--- src/rtl/mem_stage_if.sv ---
// rtl/mem_stage_if.sv - execute/memory/writeback handshake and data-response bundle for mem_stage
interface mem_stage_if;
    logic        es_to_ms_valid;
    logic [71:0] es_to_ms_bus;
    logic        ms_allowin;
    logic        data_sram_data_ok;
    logic [31:0] data_sram_rdata;
    logic        ws_allowin;
    logic        ms_to_ws_valid;
    logic [69:0] ms_to_ws_bus;
    logic [38:0] ms_fwd_bus;

    modport slave (
        input  es_to_ms_valid, es_to_ms_bus, data_sram_data_ok, data_sram_rdata, ws_allowin,
        output ms_allowin, ms_to_ws_valid, ms_to_ws_bus, ms_fwd_bus
    );

    modport master (
        output es_to_ms_valid, es_to_ms_bus, data_sram_data_ok, data_sram_rdata, ws_allowin,
        input  ms_allowin, ms_to_ws_valid, ms_to_ws_bus, ms_fwd_bus
    );
endinterface

--- src/rtl/mem_stage.sv ---
// rtl/mem_stage.sv - single-entry memory pipeline stage waiting on data SRAM responses
module mem_stage (
    input  logic        clk,
    input  logic        resetn,
    mem_stage_if.slave  ms_if
);
    typedef enum logic [1:0] {
        S_IDLE = 2'd0,
        S_WAIT = 2'd1,
        S_HELD = 2'd2
    } state_t;

    state_t      r_state;
    state_t      w_state_nxt;
    logic        r_ms_valid;
    logic [71:0] r_bus;
    logic [31:0] r_rdata_buf;

    logic        w_store_op;
    logic        w_load_op;
    logic        w_gr_we;
    logic [4:0]  w_dest;
    logic [31:0] w_alu_result;
    logic [31:0] w_pc;
    logic        w_mem_op;
    logic        w_in_mem_op;
    logic        w_ready_go;
    logic        w_allowin;
    logic        w_capture;
    logic        w_fwd_pending;
    logic [31:0] w_final_result;

    assign w_store_op   = r_bus[71];
    assign w_load_op    = r_bus[70];
    assign w_gr_we      = r_bus[69];
    assign w_dest       = r_bus[68:64];
    assign w_alu_result = r_bus[63:32];
    assign w_pc         = r_bus[31:0];
    assign w_mem_op     = w_load_op | w_store_op;
    assign w_in_mem_op  = ms_if.es_to_ms_bus[71] | ms_if.es_to_ms_bus[70];

    // Response arrives but writeback is stalled: park it so it cannot be lost.
    assign w_capture = (r_state == S_WAIT) && ms_if.data_sram_data_ok && !ms_if.ws_allowin;

    always_ff @(posedge clk or negedge resetn) begin
        if (!resetn) begin
            r_state <= S_IDLE;
        end else begin
            r_state <= w_state_nxt;
        end
    end

    always_comb begin
        w_state_nxt = r_state;
        if (w_allowin) begin
            w_state_nxt = (ms_if.es_to_ms_valid && w_in_mem_op) ? S_WAIT : S_IDLE;
        end else if (w_capture) begin
            w_state_nxt = S_HELD;
        end
    end

    always_comb begin
        w_ready_go = !w_mem_op
                   || ((r_state == S_WAIT) && ms_if.data_sram_data_ok)
                   || (r_state == S_HELD);
        w_allowin  = !r_ms_valid || (w_ready_go && ms_if.ws_allowin);
        if (w_load_op) begin
            w_final_result = (r_state == S_HELD) ? r_rdata_buf : ms_if.data_sram_rdata;
        end else begin
            w_final_result = w_alu_result;
        end
        w_fwd_pending = r_ms_valid && w_load_op && !w_ready_go;
    end

    always_ff @(posedge clk or negedge resetn) begin
        if (!resetn) begin
            r_ms_valid  <= 1'b0;
            r_bus       <= 72'd0;
            r_rdata_buf <= 32'd0;
        end else begin
            if (w_allowin) begin
                r_ms_valid <= ms_if.es_to_ms_valid;
                r_bus      <= ms_if.es_to_ms_bus;
            end
            if (w_capture) begin
                r_rdata_buf <= ms_if.data_sram_rdata;
            end
        end
    end

    assign ms_if.ms_allowin     = w_allowin;
    assign ms_if.ms_to_ws_valid = r_ms_valid && w_ready_go;
    assign ms_if.ms_to_ws_bus   = {w_gr_we, w_dest, w_final_result, w_pc};
    assign ms_if.ms_fwd_bus     = {r_ms_valid && w_gr_we, w_fwd_pending, w_dest, w_final_result};
endmodule
--- src/flat_wrapper.sv ---
// flat-port wrapper written by rule: the top's interface ports become plain ports
module mem_stage_flat 
  (clk, resetn, ms_if_es_to_ms_valid, ms_if_es_to_ms_bus, ms_if_data_sram_data_ok, ms_if_data_sram_rdata, ms_if_ws_allowin, ms_if_ms_allowin, ms_if_ms_to_ws_valid, ms_if_ms_to_ws_bus, ms_if_ms_fwd_bus);
  mem_stage_if ms_if_i ();
  input  logic clk;
  input  logic resetn;
  input wire logic [$bits(ms_if_i.es_to_ms_valid)-1:0] ms_if_es_to_ms_valid;
  input wire logic [$bits(ms_if_i.es_to_ms_bus)-1:0] ms_if_es_to_ms_bus;
  input wire logic [$bits(ms_if_i.data_sram_data_ok)-1:0] ms_if_data_sram_data_ok;
  input wire logic [$bits(ms_if_i.data_sram_rdata)-1:0] ms_if_data_sram_rdata;
  input wire logic [$bits(ms_if_i.ws_allowin)-1:0] ms_if_ws_allowin;
  output wire logic [$bits(ms_if_i.ms_allowin)-1:0] ms_if_ms_allowin;
  output wire logic [$bits(ms_if_i.ms_to_ws_valid)-1:0] ms_if_ms_to_ws_valid;
  output wire logic [$bits(ms_if_i.ms_to_ws_bus)-1:0] ms_if_ms_to_ws_bus;
  output wire logic [$bits(ms_if_i.ms_fwd_bus)-1:0] ms_if_ms_fwd_bus;
  assign ms_if_i.es_to_ms_valid = ms_if_es_to_ms_valid;
  assign ms_if_i.es_to_ms_bus = ms_if_es_to_ms_bus;
  assign ms_if_i.data_sram_data_ok = ms_if_data_sram_data_ok;
  assign ms_if_i.data_sram_rdata = ms_if_data_sram_rdata;
  assign ms_if_i.ws_allowin = ms_if_ws_allowin;
  assign ms_if_ms_allowin = ms_if_i.ms_allowin;
  assign ms_if_ms_to_ws_valid = ms_if_i.ms_to_ws_valid;
  assign ms_if_ms_to_ws_bus = ms_if_i.ms_to_ws_bus;
  assign ms_if_ms_fwd_bus = ms_if_i.ms_fwd_bus;
  mem_stage u_core (.clk(clk), .resetn(resetn), .ms_if(ms_if_i));
endmodule
--- config.mk ---
export PLATFORM = sky130hd
export DESIGN_NAME = mem_stage_flat
export DESIGN_NICKNAME = d
export VERILOG_FILES = /design/src/rtl/mem_stage_if.sv /design/src/rtl/mem_stage.sv /design/src/flat_wrapper.sv
export SDC_FILE = /design/constraint.sdc
export NUM_CORES = 1
export LEC_CHECK = 0
export BUFFER_PORTS_ARGS = -buffer_cell sky130_fd_sc_hd__buf_2
export CELL_PAD_IN_SITES_DETAIL_PLACEMENT = 0
export CELL_PAD_IN_SITES_GLOBAL_PLACEMENT = 2
export CORE_UTILIZATION = 30
export CTS_CLUSTER_DIAMETER = 60
export DETAILED_ROUTE_END_ITERATION = 8
export GPL_ROUTABILITY_DRIVEN = 0
export PLACE_DENSITY = 0.86
export SYNTH_ARGS = -nofsm -noshare
export SYNTH_HDL_FRONTEND = slang
export SYNTH_SLANG_ARGS = --single-unit
--- constraint.sdc ---
create_clock -name clk -period 1.8 [get_ports clk]
set_input_delay 0.09 -clock clk [delete_from_list [all_inputs] [get_ports clk]]
set_output_delay 0.09 -clock clk [all_outputs]
set_load 0.05 [all_outputs]
==> impl_metrics.env <==
export IMPL_end_kind="output pin"
export IMPL_critPathTopFamily="buffers and inverters"
export IMPL_regToRegSetupSlack_ps=-50
export IMPL_rows=48
export IMPL_synth_area_leaders="dfrtp_1, mux2_2, mux2_4"
export IMPL_synth_avg_cell_area_um2=12.8
export IMPL_synth_adder_area_share_pct=0
export IMPL_drive_gt1_share_pct=61.1
export IMPL_n_antenna_cell=0
export IMPL_worst_pin_slew_ps=332
export IMPL_die_w_um=136
export IMPL_hpwl_mm=8.79
export IMPL_synth_cells=423
export IMPL_rsz0062_at_grt="true"
export IMPL_cp_buffers_inverters=3
export IMPL_relSlewSlack_pct=77.9
export IMPL_finalNetCount=788
export IMPL_cts_root_buf="clkbuf_16"
export IMPL_core_area_um2=17500
export IMPL_min_period_ps=1910
export IMPL_cts_path_max_buffers=2
export IMPL_viasPerCell=4.47
export IMPL_path_clk_slew_ps=70
export IMPL_ys_ff_latch=107
export IMPL_synth_edf_count=0
export IMPL_maxSlewViolCount=0
export IMPL_netlist_area_um2=5410
export IMPL_grt_pass1_vias=4182
export IMPL_clock_latency_ps=350
export IMPL_drcViolationCount=0
export IMPL_numCtsBuffers=9
export IMPL_syn_nets=532
export IMPL_synth_most_common_cell="dfrtp_1"
export IMPL_worst_r2r_cell_count=6
export IMPL_worstSetupPathDepth=6
export IMPL_synthTopCellsByCount="dfrtp_1, buf_4, mux2_2"
export IMPL_start_kind="register"
export IMPL_worstSetupPathType="register to output pin"
export IMPL_drtIter0Drc=102
export IMPL_timing_rr_end="u_core.r_bus[8]$_DFFE_PN0P_"
export IMPL_crit_arrival_ps=1820
export IMPL_synth_cell_types=21
export IMPL_final_antenna_net_count=0
export IMPL_ys_flop_type="dfrtp_1"
export IMPL_cpPeakStageDelay_ps=430
export IMPL_grt_max_degree=56
export IMPL_cpMaxStageDelayCell="dfrtp_1"
export IMPL_grt_antenna_before_repair=0
export IMPL_required_ps=1710
export IMPL_grt_first_pass_wirelength_mm=21.0
export IMPL_hold_viol_final=0
export IMPL_dp_slack_ps=144
export IMPL_ys_warnings_count=0
export IMPL_fillers=1499
export IMPL_hold_start="ms_if_ws_allowin"
export IMPL_cts_tree="done"
export IMPL_overflow=0
export IMPL_die_y_um=136
export IMPL_rr_startpoint="u_core.r_state[1]$_DFFE_PN0P_"
export IMPL_synth_simple_area_share_pct=3.47
export IMPL_dr_total_vias=4061
export IMPL_synth_top_family_by_area="multiplexers"
export IMPL_first_pass_iters=5
export IMPL_fin_ws_ps=-105
export IMPL_yosysSeqAreaShare_pct=49.5
export IMPL_muxShareOfSynthArea_pct=30.5
export IMPL_max_freq_mhz=525
export IMPL_numPortBuffers=219
export IMPL_synth_xor_area_share_pct=0
export IMPL_hold_class="input pin to register"
export IMPL_h_tree_depth=3
export IMPL_synth_compound_area_share_pct=3.40
export IMPL_status="complete, but fails checks"
export IMPL_min_to="u_core.r_state[0]$_DFFE_PN0P_"
export IMPL_setup_viol=86
export IMPL_violations="negative setup slack"
export IMPL_area_delta_synth_final_pct=60.4
export IMPL_post_route_period_util_pct=106
export IMPL_cts_sinks=107
export IMPL_die_area_um2=18600
export IMPL_drv_cap=0
export IMPL_synth_top_cell_by_area="dfrtp_1"
export IMPL_wirelength_mm=14.8
export IMPL_ys_async_sr_fraction_pct=100
export IMPL_start_util_pct=30.9
export IMPL_whs_ps=156
export IMPL_grt_usage_pct=14.8
export IMPL_cp_max_fo=9
export IMPL_tns_ps=-4700
export IMPL_skew_ps=7.41
export IMPL_holdPathStages=3
export IMPL_yosysTopAreaCellShare_pct=49.5
export IMPL_io_pins=220
export IMPL_crit_chain="nor2b_4 > buf_12 > buf_16 > mux2i_2 > a21oi_2 > buf_4"
export IMPL_wl_per_cell_um=16.3
cells by family (layout without fill, tap and decap cells):
kind of cell / after synthesis / in the layout
and+or+nand+nor: 45 / 45
DFF: 107 / 107
muxes: 137 / 137
buffers and inverters: 98 / 359
AOI/OAI and AO/OA: 36 / 36
cells in the final DEF, fill, tap and decap left out, types with 4 or more instances in the layout:
master         instances
buf_2                152
mux2i_2               10
mux2_4                40
clkbuf_16             12
mux2i_1                6
buf_16                 4
buf_12                 4
dlygate4sd3_1        106
mux2i_4               17
a21oi_2               19
buf_6                 48
mux2_2                64
nor2_1                35
dfrtp_1              106
buf_4                 24
a21oi_4               12
how the worst max path moves through the flow:
stage | startpoint | endpoint | slack (ps)
2_1_floorplan | u_core.r_bus[70]$_DFFE_PN0P_ | ms_if_ms_to_ws_bus[32] | -230
3_3_place_gp | u_core.r_state[0]$_DFFE_PN0P_ | ms_if_ms_to_ws_bus[55] | 190
3_5_place_dp | u_core.r_state[0]$_DFFE_PN0P_ | ms_if_ms_fwd_bus[23] | 140
4_1_cts | u_core.r_state[0]$_DFFE_PN0P_ | ms_if_ms_to_ws_bus[37] | -130
5_1_grt | u_core.r_state[0]$_DFFE_PN0P_ | ms_if_ms_to_ws_bus[61] | -180
6_report | u_core.r_state[0]$_DFFE_PN0P_ | ms_if_ms_to_ws_bus[61] | -110
per-stage QoR:
step	cells	area [um2]	utilization (%)
after floorplan	423	5610	-
after global placement	779	6460	37.0
after detailed placement	779	6460	37.0
after CTS	903	8070	46.1
after global routing	909	8670	49.6
final	909	8670	49.6
registers in the layout, indices dropped and copies added, names as in the netlist:
name / cells
u_core.r_bus: 72
u_core.r_state: 2
u_core.r_ms_valid: 1
u_core.r_rdata_buf: 32
tightest hold or removal path: cells and delay by family:
kind	cells	cell delay [ps]
AO/OA/AOI/OAI	1	160
buffers and inverters	1	130
multiplexers	1	80
layout make-up:
class / instances / area [um2] / area share, %
clock buffer: 12 / 256 / 2.96
tap: 225 / 282 / 3.25
clock inverter: 4 / 73.8 / 0.851
timing repair buffer: 343 / 2870 / 33.1
multi-input combinational: 218 / 2510 / 28.9
sequential: 107 / 2680 / 30.9
routing by layer:
metal  routed length [um]  vias to the layer above  GRT usage, %  part of all wire [%]
met2                 7770                      146          26.7                    52
met4                  234                        0          4.44                   1.6
met1                 6140                     2009          17.3                    41
li1                     -                     1891             -                     -
met3                  665                       15          3.32                   4.5
met5                    0                        -             0                     0
what timing repair did:
action	in CTS	in global routing
endpoints found under the setup margin	67	108
buffers inserted	0	3
pin swaps	0	6
gates resized for setup	44	165
hold buffers	106	0
gates cloned	2	3
endpoints found under the hold margin	187	0
Power is not shown: default switching activity piles up to over one toggle a cycle in this logic, so the estimate is an artifact.
